**src/rtl/pwm_shadow_update_ctrl_if.sv**
```systemverilog
// Handshake/bus bundle between the CPU-side controller and the PWM shadow update sequencer.
interface pwm_shadow_update_ctrl_if #(
   parameter int unsigned N_CH  = 4,
   parameter int unsigned CNT_W = 16
);
   logic             en;
   logic             carrier_zero;
   logic             carrier_top;
   logic [1:0]       update_mode;
   logic             commit;
   logic [N_CH-1:0]  commit_ch;
   logic [N_CH-1:0]  mask_event;
   logic             pwm_onoff;
   logic [N_CH-1:0]  pending;
   logic             busy;
   logic [CNT_W-1:0] update_count;

   modport master (
      output en, carrier_zero, carrier_top, update_mode, commit, commit_ch,
      input  mask_event, pwm_onoff, pending, busy, update_count
   );

   modport slave (
      input  en, carrier_zero, carrier_top, update_mode, commit, commit_ch,
      output mask_event, pwm_onoff, pending, busy, update_count
   );
endinterface

```
**src/rtl/pwm_shadow_update_ctrl.sv**
```systemverilog
// Sequences per-channel shadow-mask transparency pulses on carrier boundaries and owns PWM on/off.
// Optional macro PWM_UPDATE_CNT_EN enables the saturating update_count; otherwise it is tied to 0.
module pwm_shadow_update_ctrl #(
   parameter int unsigned N_CH  = 4,
   parameter int unsigned CNT_W = 16
) (
   input logic                     clk,
   input logic                     reset,
   pwm_shadow_update_ctrl_if.slave bus
);
   localparam logic PWM_OFF = 1'b0;
   localparam logic PWM_ON  = 1'b1;

   typedef enum logic [1:0] {S_OFF, S_ARMING, S_ON, S_STOPPING} state_t;

   state_t          r_state;
   logic [N_CH-1:0] r_mask_event;
   logic [N_CH-1:0] r_pending;
   logic            r_pwm_onoff;
   logic            r_busy;
   logic            w_bnd;
   logic            w_fire;
   logic [N_CH-1:0] w_pending_upd;

   // Update boundary selected by update_mode; zero+top together is still one boundary.
   always_comb begin
      w_bnd = 1'b0;
      case (bus.update_mode)
         2'd0:    w_bnd = bus.carrier_zero;
         2'd1:    w_bnd = bus.carrier_top;
         2'd2:    w_bnd = bus.carrier_zero | bus.carrier_top;
         default: w_bnd = 1'b1;
      endcase
   end

   // A commit landing on a firing boundary is held for the next one, never merged.
   assign w_fire        = w_bnd && (r_pending != '0);
   assign w_pending_upd = (w_fire ? '0 : r_pending) | (bus.commit ? bus.commit_ch : '0);

   always_ff @(posedge clk or negedge reset) begin
      if (!reset) begin
         r_state      <= S_OFF;
         r_mask_event <= '0;
         r_pending    <= '0;
         r_pwm_onoff  <= PWM_OFF;
         r_busy       <= 1'b0;
      end else begin
         r_mask_event <= '0;
         case (r_state)
            S_OFF: begin
               r_pending <= '0;
               if (bus.en) begin
                  r_state <= S_ARMING;
                  r_busy  <= 1'b1;
               end
            end
            S_ARMING: begin
               if (!bus.en) begin
                  r_state <= S_OFF;
                  r_busy  <= 1'b0;
               end else if (bus.carrier_zero) begin
                  r_mask_event <= '1;
                  r_pwm_onoff  <= PWM_ON;
                  r_busy       <= 1'b0;
                  r_state      <= S_ON;
               end
            end
            S_ON: begin
               if (w_fire) r_mask_event <= r_pending;
               r_pending <= w_pending_upd;
               if (!bus.en) begin
                  r_state <= S_STOPPING;
                  r_busy  <= 1'b1;
               end
            end
            S_STOPPING: begin
               if (w_fire) r_mask_event <= r_pending;
               if (bus.en) begin
                  r_state   <= S_ON;
                  r_busy    <= 1'b0;
                  r_pending <= w_pending_upd;
               end else if (bus.carrier_zero) begin
                  r_state     <= S_OFF;
                  r_pwm_onoff <= PWM_OFF;
                  r_busy      <= 1'b0;
                  r_pending   <= '0;
               end else begin
                  r_pending <= w_pending_upd;
               end
            end
            default: begin
               r_state     <= S_OFF;
               r_pwm_onoff <= PWM_OFF;
               r_busy      <= 1'b0;
               r_pending   <= '0;
            end
         endcase
      end
   end

   assign bus.mask_event = r_mask_event;
   assign bus.pending    = r_pending;
   assign bus.pwm_onoff  = r_pwm_onoff;
   assign bus.busy       = r_busy;

`ifdef PWM_UPDATE_CNT_EN
   logic             w_cnt_inc;
   logic [CNT_W-1:0] r_update_count;

   // Counts edges that load a non-zero mask_event, including the arming all-ones pulse.
   assign w_cnt_inc = ((r_state == S_ARMING) && bus.en && bus.carrier_zero) ||
                      (((r_state == S_ON) || (r_state == S_STOPPING)) && w_fire);

   always_ff @(posedge clk or negedge reset) begin
      if (!reset) begin
         r_update_count <= '0;
      end else if (w_cnt_inc && (r_update_count != '1)) begin
         r_update_count <= r_update_count + CNT_W'(1);
      end
   end

   assign bus.update_count = r_update_count;
`else
   assign bus.update_count = '0;
`endif

endmodule

```
**src/flat_wrapper.sv**
```systemverilog
// flat-port wrapper written by rule: the top's interface ports become plain ports
module pwm_shadow_update_ctrl_flat 
#(
   parameter int unsigned N_CH  = 4,
   parameter int unsigned CNT_W = 16
)
  (clk, reset, bus_en, bus_carrier_zero, bus_carrier_top, bus_update_mode, bus_commit, bus_commit_ch, bus_mask_event, bus_pwm_onoff, bus_pending, bus_busy, bus_update_count);
  pwm_shadow_update_ctrl_if #(.N_CH(N_CH), .CNT_W(CNT_W)) bus_i ();
  input logic clk;
  input logic reset;
  input wire logic [$bits(bus_i.en)-1:0] bus_en;
  input wire logic [$bits(bus_i.carrier_zero)-1:0] bus_carrier_zero;
  input wire logic [$bits(bus_i.carrier_top)-1:0] bus_carrier_top;
  input wire logic [$bits(bus_i.update_mode)-1:0] bus_update_mode;
  input wire logic [$bits(bus_i.commit)-1:0] bus_commit;
  input wire logic [$bits(bus_i.commit_ch)-1:0] bus_commit_ch;
  output wire logic [$bits(bus_i.mask_event)-1:0] bus_mask_event;
  output wire logic [$bits(bus_i.pwm_onoff)-1:0] bus_pwm_onoff;
  output wire logic [$bits(bus_i.pending)-1:0] bus_pending;
  output wire logic [$bits(bus_i.busy)-1:0] bus_busy;
  output wire logic [$bits(bus_i.update_count)-1:0] bus_update_count;
  assign bus_i.en = bus_en;
  assign bus_i.carrier_zero = bus_carrier_zero;
  assign bus_i.carrier_top = bus_carrier_top;
  assign bus_i.update_mode = bus_update_mode;
  assign bus_i.commit = bus_commit;
  assign bus_i.commit_ch = bus_commit_ch;
  assign bus_mask_event = bus_i.mask_event;
  assign bus_pwm_onoff = bus_i.pwm_onoff;
  assign bus_pending = bus_i.pending;
  assign bus_busy = bus_i.busy;
  assign bus_update_count = bus_i.update_count;
  pwm_shadow_update_ctrl #(.N_CH(N_CH), .CNT_W(CNT_W)) u_core (.clk(clk), .reset(reset), .bus(bus_i));
endmodule
```
**config.mk**
```make
export PLATFORM = sky130hd
export DESIGN_NAME = pwm_shadow_update_ctrl_flat
export DESIGN_NICKNAME = d
export VERILOG_FILES = /design/src/rtl/pwm_shadow_update_ctrl_if.sv /design/src/rtl/pwm_shadow_update_ctrl.sv /design/src/flat_wrapper.sv
export SDC_FILE = /design/constraint.sdc
export NUM_CORES = 1
export LEC_CHECK = 0
export CORE_MARGIN = 2
export CORE_UTILIZATION = 31
export DETAILED_ROUTE_END_ITERATION = 16
export HOLD_SLACK_MARGIN = 0.08
export PLACE_DENSITY = 0.66
export SLEW_MARGIN = 20
export SYNTH_ARGS = -nofsm -noshare
export SYNTH_HDL_FRONTEND = slang
export SYNTH_SLANG_ARGS = --single-unit
```
**constraint.sdc**
```tcl
create_clock -name clk -period 1.5 [get_ports clk]
set_clock_uncertainty 0.2 [all_clocks]
set_input_delay 0.3 -clock clk [delete_from_list [all_inputs] [get_ports clk]]
set_output_delay 0.3 -clock clk [all_outputs]
set_load 0.02 [all_outputs]
```
Word level (Yosys, flattened, before mapping)
Cells that the tools add are included.

Input bits: 12. Register bits: 12. Output and inout bits: 26.

Bitwise operators: 2. Mux-type cells: 28. Equal/unequal tests: 13. Reductions and logical operators: 10.

Operator list (count): two-way mux 4 bit (7); two-way mux 2 bit (6); inequality test 2 bit (second input constant) (6); case mux 4 bit (3 select lines) (1); two-way mux 1 bit (9); case mux 2 bit (4 select lines) (1); case mux 4 bit (2 select lines) (1); == test 2 bit (second input constant) (3); inequality test 3 bit (second input constant) (2); AND reduction 5 bit (1); == test 2 x 1 -> 1 bit (second input constant) (2); zero test 2 bit (2); OR 4 bit (1); case mux 1 bit (4 select lines) (1); AND reduction 4 bit (1); nonzero test 4 bit (1); case mux 1 bit (3 select lines) (1); nonzero test 3 bit (1); case mux 1 bit (2 select lines) (1); AND reduction 2 bit (1); nonzero test 2 bit (1); OR reduction 2 bit (1); logical AND 1 bit (1); OR 1 bit (1).

Longest topological paths before layout
Gate-level depths: netlist of the first run.

Depth in word-level cells: 8. Gate-level depth with buffers: 4. Gate-level depth less buffers: 3.

Worst setup path after synthesis of the first run
No wires, ideal clock.

Kind: input -> register. From: in bus_carrier_zero. To: reg u_core.r_mask_event[0] (netlist: u_core.bus.mask_event[0]). Path slack: 0.292 ns. Setup time: 0.126 ns. Cell stages on the path: 4. Required time: 1.174 ns. Path buffers: 1. Arrival time: 0.882 ns. Cell sequence: buf_4 > a211oi_4 > or2_4 > o21ai_1.

Longest elaborated chain between the ends: 5.

RTL lines: start: declaration (RTL line flat_wrapper.sv:12) `input wire logic [$bits(bus_i.carrier_zero)-1:0] bus_carrier_zero;`; OR 1 bit (RTL line pwm_shadow_update_ctrl.sv:31) `2'd2: w_bnd = bus.carrier_zero | bus.carrier_top;`; case mux 1 bit (3 select lines) (RTL line pwm_shadow_update_ctrl.sv:28) `case (bus.update_mode)`; logical AND 1 bit (RTL line pwm_shadow_update_ctrl.sv:37) `assign w_fire = w_bnd && (r_pending != '0);`; two-way mux 4 bit (RTL line pwm_shadow_update_ctrl.sv:69, pwm_shadow_update_ctrl.sv:77); case mux 4 bit (2 select lines) (*) (RTL line pwm_shadow_update_ctrl.sv:49) `case (r_state)`; end signal: assignment (RTL line pwm_shadow_update_ctrl.sv:69) `if (w_fire) r_mask_event <= r_pending;`; end signal: assignment (RTL line pwm_shadow_update_ctrl.sv:77) `if (w_fire) r_mask_event <= r_pending;`; end: declaration (RTL line pwm_shadow_update_ctrl.sv:17) `logic [N_CH-1:0] r_mask_event;`.

Mark *: on every way between the ends. The rest lies on a longest branch, timed or not. A chain may end at the register's enable or synchronous reset.

Final worst setup path of the first run
From: in bus_update_mode[0]. To: reg u_core.r_pending[3] (netlist: u_core.bus.pending[3]).

Longest elaborated chain between the ends: 8.

RTL lines: start: declaration (RTL line flat_wrapper.sv:14) `input wire logic [$bits(bus_i.update_mode)-1:0] bus_update_mode;`; == test 2 bit, or another cell as far along (RTL line pwm_shadow_update_ctrl.sv:28); case mux 1 bit (3 select lines) (*) (RTL line pwm_shadow_update_ctrl.sv:28); logical AND 1 bit (*) (RTL line pwm_shadow_update_ctrl.sv:37); two-way mux 4 bit (*) (RTL line pwm_shadow_update_ctrl.sv:38) `assign w_pending_upd = (w_fire ? '0 : r_pending) | (bus.commit ? bus.commit_ch : '0);`; OR 4 bit (*) (RTL line pwm_shadow_update_ctrl.sv:38); two-way mux 4 bit (RTL line pwm_shadow_update_ctrl.sv:82) `end else if (bus.carrier_zero) begin`; two-way mux 4 bit (RTL line pwm_shadow_update_ctrl.sv:78) `if (bus.en) begin`; case mux 4 bit (3 select lines) (*) (RTL line pwm_shadow_update_ctrl.sv:49); end signal: assignment (RTL line pwm_shadow_update_ctrl.sv:70) `r_pending <= w_pending_upd;`; end signal: assignment (RTL line pwm_shadow_update_ctrl.sv:81) `r_pending <= w_pending_upd;`; end signal: assignment (RTL line pwm_shadow_update_ctrl.sv:88) `r_pending <= w_pending_upd;`; end: declaration (RTL line pwm_shadow_update_ctrl.sv:18) `logic [N_CH-1:0] r_pending;`.

Marks and branches as above.

==> results of run 1 <==
## cells by family after synthesis
kind of cell,count (synthesis)
AO/OA/AOI/OAI,14
XOR/XNOR,1
buffers and inverters,20
flip-flops,12
multiplexers,1
other,1
AND/OR/NAND/NOR,23
## area by class of cell
class / instances / area [sq um]
fill: 223 / 1220
multi-input combinational: 55 / 322
sequential: 12 / 300
timing repair buffer: 30 / 274
clock buffer: 4 / 36.3
tap: 28 / 35.0
## layer usage
layer	global-route usage, %	vias up	wire (um)
met5	0	-	0
met4	6.58	0	13
met3	2.01	2	108
met2	20.1	26	679
met1	12.6	281	563
li1	-	283	-
## power by group through the flow
stage	registers, mW	logic (mW)	clock network [mW]
6_report	0.528	0.675	0.248
3_5_place_dp	0.536	0.729	0
2_1_floorplan	0.607	0.350	0
4_1_cts	0.526	0.668	0.259
5_1_grt	0.546	0.735	0.279
3_3_place_gp	0.532	0.721	0
## how the worst max path moves through the flow
| stage | from | end | slack (ns) | depth (start not counted) |
|---|---|---|---|---|
| floorplan | bus_carrier_zero | u_core.bus.mask_event[0] | 0.29 | 4 |
| global placement | bus_carrier_zero | u_core.bus.mask_event[2] | -0.28 | 4 |
| detailed placement | bus_carrier_zero | u_core.bus.mask_event[3] | -0.28 | 4 |
| CTS | u_core.bus.pwm_onoff | bus_pwm_onoff | 0.01 | 1 |
| global route | bus_update_mode[0] | u_core.bus.pending[1] | 0.005 | 5 |
| finish | bus_update_mode[0] | u_core.bus.pending[3] | 0.05 | 5 |
## cell usage in the layout, fill, tap and decap left out, drive strengths merged
| master | Yosys | final |
|---|---|---|
| o21bai | 1 | 1 |
| a211oi | 1 | 1 |
| clkdlybuf4s15 | 0 | 6 |
| clkdlybuf4s50 | 0 | 9 |
| nand2 | 9 | 9 |
| o2bb2ai | 1 | 1 |
| buf | 20 | 9 |
| dlymetal6s2s | 0 | 1 |
| conb | 1 | 16 |
| a21oi | 1 | 1 |
| clkbuf | 0 | 4 |
| nor3b | 1 | 1 |
| nand4b | 1 | 1 |
| nand4 | 4 | 4 |
| nand3 | 5 | 5 |
| mux2 | 1 | 1 |
| dlygate4sd2 | 0 | 5 |
| xnor2 | 1 | 1 |
| nand3b | 1 | 1 |
| dfrtp | 12 | 12 |
| nor2b | 1 | 1 |
| or2 | 1 | 1 |
| o21ai | 5 | 5 |
| o2111ai | 4 | 4 |
| a22o | 1 | 1 |
## per-stage QoR
stage                     hold WS (ns)  TNS [ns]  power [mW]  utilization [%]  worst slack [ns]
final                            0.133         0        1.45             44.1            0.0455
after global routing             0.127         0        1.56             44.1           0.00483
after global placement           0.278     -2.32        1.25             42.7            -0.279
after CTS                        0.129         0        1.45             43.7            0.0113
after detailed placement         0.276     -2.46        1.26             42.7            -0.284
after floorplan                 -0.196         0       0.957                -             0.292
## what timing repair did
item / 4_1_cts / 5_1_grt
endpoints found under the setup margin: 14 / 10
gates resized for setup: 11 / 7
cloned: 0 / 0
pin swaps: 1 / 2
## state kept, by name, summed over array words and instances (netlist names), named ones only
signal                 cells
u_core.r_state             1
u_core.bus.pending         4
u_core.bus.pwm_onoff       1
u_core.bus.mask_event      4
u_core.bus.busy            1
==> results.md, run 1 <==
- Initial DRC Count: 11
- Reg-to-reg endpoint: u_core.bus.pending[3]
- R2R cell count: 3
- CTS root buf: clkbuf_4
- Crit path DAT: 1.46 ns
- Non-filler cells, final: 129
- Synth Area in XOR/XNOR: 1.24%
- Synth top area share: 42.4%
- Register area share after synthesis: 42.4%
- Die area: 0.00268 sq mm
- Post-layout minimum cycle time: 1.45 ns
- ANT cells: 0
- EDFF count, synth: 0
- Worst-path fanout max: 3
- Mux cell area share after synthesis: 1.59%
- RePlAce Congestion: 0.749
- Comb power frac: 46.5%
- Syn Inst Count: 72
- HP Class: input pin to asynchronous set/reset pin
- CP delay by family, top: buffers and inverters
- First drt pass iteration count: 4
- IR drop worst, VDD: 668 uV
- Fin. max-slew vios: 0
- Net Sw Frac: 38.8%
- Final Cell Area: 967 sq um
- Sw power: 0.563 mW
- Vias: 592
- Count leader, synth: buf_4
- CTS tree: done
- Flop pwr share: 36.4%
- Max Fclk: 688 MHz
- Row count: 17
- Post-synth top area cell: dfrtp_1
- Placed standard-cell area: 935 sq um
- Port bufs: 21
- Clock Path Buffers: 2
- Crit-path slowest cell: clkdlybuf4s50_1
- Setup bufs post-CTS: 0
- NumNets Final: 114
- Clock latency on the worst-skew pair: 0.26 ns
- Mapped Area: 708 sq um
- Hold Buf Count CTS: 0
- WS Path Type: input pin to flip-flop
- CTS Buf Count: 3
- Initial Util: 32.3%
- Clock power frac: 17.1%
- DP HPWL: 1070 um
- FFs w/ async S/R, synth: 100%
- Internal power: 0.889 mW
- RSZ-0062 raised after global routing: no
- I/O Pins: 38
- Post-DR vias/cell: 4.59
- Required time worst endpoint: 1.50 ns
- Synth top area cells: dfrtp_1 (42%), buf_4 (18%), o2111ai_1 (4.9%), nand2_1 (4.8%), nand3_1 (3.5%)
- Leak: 0.464 nW
- Syn Area/Cell: 9.84 sq um
- YS warnings: 0
- Critical path capture point type: flip-flop
- DIE HEIGHT: 51.8 um
- # H-tree levels: 1
- Power per cell area: 1500 mW/mm^2
- Top cell types by occurrence after synthesis: buf_4 (17), dfrtp_1 (12), nand2_1 (9), nand3_1 (5), o21ai_1 (5)
- Area share of fa/ha/maj cells after synthesis: 0%
- Global-route wire length before repair: 2260 um
- GRT Overall Usage: 11.3%
- Final antenna-violating net count: 0
- Max-cap violations: 0
- Setup violators final: 0
- Hold Vio Cnt, Final: 0
- Dpl cells: 125
- Die width: 51.8 um
- Largest family of logic cells by synthesized area: buffers and inverters
- Clock transition at path regs: 0.07 ns
- #FFs+latches synth: 12
- Yosys cell types: 21
- Share of cells above drive strength 1: 17.8%
- # DRC: 0
- Avg WL per Cell: 10.6 um
- Post-Route WL: 1370 um
- Largest net degree at the start of global routing: 13
- Clock sink count: 12
- CP peak stage delay: 0.52 ns
- Initial antenna violation count: 0
- Compound-Gate Fraction of Synth Area: 15.5%
- Top FF cell, synth: dfrtp_1
- Post-Synth Simple-Gate Area: 18.6%
- CP Cell Sequence: clkdlybuf4s50_1 -> nor3b_2 -> buf_4 -> o2111ai_1 -> nand3_1
- Core area: 0.00219 sq mm
- Final Cycle Share: 97.0%
- WP buf/inv: 2
- Grt total ovfl: 0
- Setup crit start kind: input pin
- Vias in the first global route: 553
- Crit Reg-Reg Startpoint: u_core.r_state[0]
- Status: finished clean
- Layout Area Growth over Synthesis: 36.6%
- R2R setup slack: 0.24 ns
Power figures use the tool's default switching activity.
==> run 2, diff against run 1 <==
==> constraint.sdc (replaced) <==
create_clock -name clk -period 1.4 [get_ports clk]
set_clock_uncertainty 0.2 [all_clocks]
set_input_delay 0.28 -clock clk [delete_from_list [all_inputs] [get_ports clk]]
set_output_delay 0.28 -clock clk [all_outputs]
set_load 0.02 [all_outputs]
==> run 2 against run 1 <==
Setup slack worse by 0.020 ns. Routed wire length increased by 11%. Register-to-register slack worse by 0.12 ns. Critical path depth decreased by 4. Global-route usage increased by 1.1 points. Non-clock buffer count did not move. Cell count is the same. Clock power increased by 13%. Power rose by 8.6%. Die area did not move. Utilization down 1.1 points. Via count is 0.84% higher. Largest power group unchanged.
==> results.md, run 2 (synthesized netlist as in run 1, its figures left out) <==
- Status: finished clean
- CP Cell Sequence: clkdlybuf4s15_2
- Multi-input logic area: 337 sq um (+4.7%)
- NumNets Final: 114 (unchanged)
- ANT cells: 0 (unchanged)
- Global-route wire length before repair: 2350 um (+3.7%)
- Vias in the first global route: 562 (+1.6%)
- I/O Pins: 38 (unchanged)
- CP delay by family, top: flip-flops
- CTS tree: done
- Avg WL per Cell: 11.7 um (+11%)
- Most common cell after layout, fill and taps aside: conb_1
- RePlAce Congestion: 0.784 (+4.6%)
- # H-tree levels: 1 (unchanged)
- Layout Area Growth over Synthesis: 33.2%
- Crit-path slowest cell: dfrtp_1
- CTS Buf Count: 3 (unchanged)
- IR drop worst, VDD: 700 uV (+4.9%)
- Final Cycle Share: 98.2%
- Clock sink count: 12 (unchanged)
- # DRC: 0 (unchanged)
- Post-DR vias/cell: 4.63 (+0.84%)
- Vias: 597 (+0.84%)
- Largest net degree at the start of global routing: 13 (unchanged)
- Max-cap violations: 0 (unchanged)
- Hold Vio Cnt, Final: 0 (unchanged)
- Post-layout minimum cycle time: 1.37 ns
- Non-filler cells, final: 129 (unchanged)
- DP Worst Slack: -0.371 ns (-0.0867 ns)
- GRT Overall Usage: 12.4% (+1.1 points)
- Required time worst endpoint: 0.92 ns (-0.58 ns)
- Critical path capture point type: primary output
- Die width: 51.8 um (unchanged)
- Final antenna-violating net count: 0 (unchanged)
- CTS root buf: clkbuf_4
- WS Path Type: flip-flop to primary output
- Initial Util: 32.3% (unchanged)
- Leak: 0.458 nW (-1.2%)
- Initial antenna violation count: 0 (unchanged)
- Dpl cells: 125 (unchanged)
- Setup violators final: 0 (unchanged)
- First drt pass iteration count: 4 (unchanged)
- Post-Route WL: 1510 um (+11%)
- Core area: 0.00219 sq mm (unchanged)
- Power per cell area: 1670 mW/mm^2 (+11%)
- Register Area: 300 sq um (unchanged)
- Final WS setup: 0.0258 ns (-0.0198 ns)
- DP HPWL: 1190 um (+11%)
- Initial DRC Count: 7 (-4)
- Grt total ovfl: 0 (unchanged)
- Final Cell Area: 943 sq um (-2.5%)
- Most frequent cells in the layout: conb_1 (16), dfrtp_1 (12), nand2_1 (9), buf_4 (9), buf_2 (8)
- Fillers: 226 (+1.3%)
- Clock Path Buffers: 2 (unchanged)
- Row count: 17 (unchanged)
- WP buf/inv: 1 (-1)
- Die area: 0.00268 sq mm (unchanged)
- Clock latency on the worst-skew pair: 0.28 ns (+0.02 ns)
- Fin. max-slew vios: 0 (unchanged)
- Setup crit start kind: flip-flop
- Clock transition at path regs: 0.07 ns (about the same)
- RSZ-0062 raised after global routing: no
- Worst-path fanout max: 1 (-2)
- Crit path DAT: 0.89 ns (-0.57 ns)
- Max Fclk: 728 MHz
- CP peak stage delay: 0.37 ns (-0.15 ns)
- Share of cells above drive strength 1: 27.7% (+9.9 points)
- Setup bufs post-CTS: 0 (unchanged)
- Post-Route Utilization: 43.1% (-1.1 points)
- DIE HEIGHT: 51.8 um (unchanged)
- Placed standard-cell area: 935 sq um (unchanged)
- HP Class: input pin to asynchronous set/reset pin
- Port bufs: 21 (unchanged)
-- run 2: cell types whose count changed in the layout (fill, tap and decap cells not counted), sizes merged --
| cell | delta |
|---|---|
| dlymetal6s2s | -1 |
| clkdlybuf4s15 | -4 |
| buf | +8 |
| dlygate4sd2 | -1 |
| clkdlybuf4s50 | -2 |
-- run 2: metal layers --
layer | vias to the layer above | part of all wire (%) | GRT usage, %
li1 | 280 | - | -
met1 | 285 | 37 | 12.1
met2 | 29 | 52 | 23.1
met3 | 3 | 8.5 | 2.30
met4 | 0 | 2.5 | 9.21
met5 | - | 0 | 0
-- run 2: final timing paths --
path | depth (start not counted) | to | startpoint | slack [ns]
setup / recovery | 1 | bus_mask_event[1] | u_core.bus.mask_event[1] | 0.03
max in group asynchronous | 2 | u_core.bus.busy | reset | 0.76
hold reg to reg | 1 | u_core.bus.pwm_onoff | u_core.bus.pwm_onoff | 0.34
setup reg to reg | 2 | flip-flop | u_core.r_state[0] | 0.12
min in group clk | 1 | u_core.bus.pwm_onoff | u_core.bus.pwm_onoff | 0.34
hold / removal | 2 | u_core.bus.mask_event[3] | reset | 0.09
-- run 2: cell type report --
| class | count | area share, % |
|---|---|---|
| flip-flops and latches | 12 | 31.8 |
| well taps | 28 | 3.71 |
| clock buffers | 4 | 3.85 |
| multi-input cells | 55 | 35.7 |
| repair buffers | 30 | 24.9 |
-- run 2: power by group --
part           leakage [nW]  switching [mW]  total, mW  internal [mW]
combinational         0.285           0.403      0.722          0.318
clock                0.0210           0.123      0.281          0.159
sequential            0.152           0.106      0.574          0.468
-- run 2: timing repair --
| item | 4_1_cts | 5_1_grt |
|---|---|---|
| hold buffers | 0 | 0 |
| setup endpoints to repair | 18 | 2 |
| endpoints found under the hold margin | 0 | 0 |
| pin swaps | 2 | 0 |
| resized for setup | 42 | 2 |
-- run 2: through the flow --
step | hold WS (ns) | power [mW] | TNS [ns]
floorplan | -0.216 | 1.03 | 0
global placement | 0.306 | 1.36 | -3.34
detailed placement | 0.332 | 1.38 | -3.70
CTS | 0.0908 | 1.60 | 0
global route | 0.101 | 1.67 | 0
finish | 0.0924 | 1.58 | 0
==> run 3, diff against run 2 <==
--- a/config.mk
+++ b/config.mk
@@ -5,6 +5,7 @@
 export SDC_FILE = /design/constraint.sdc
 export NUM_CORES = 1
 export LEC_CHECK = 0
+export ABC_CLOCK_PERIOD_IN_PS = 1400
 export CORE_MARGIN = 2
 export CORE_UTILIZATION = 31
 export DETAILED_ROUTE_END_ITERATION = 16
==> results of run 3 <==
The final DEF is identical to that of run 2; final timing and power are the same.
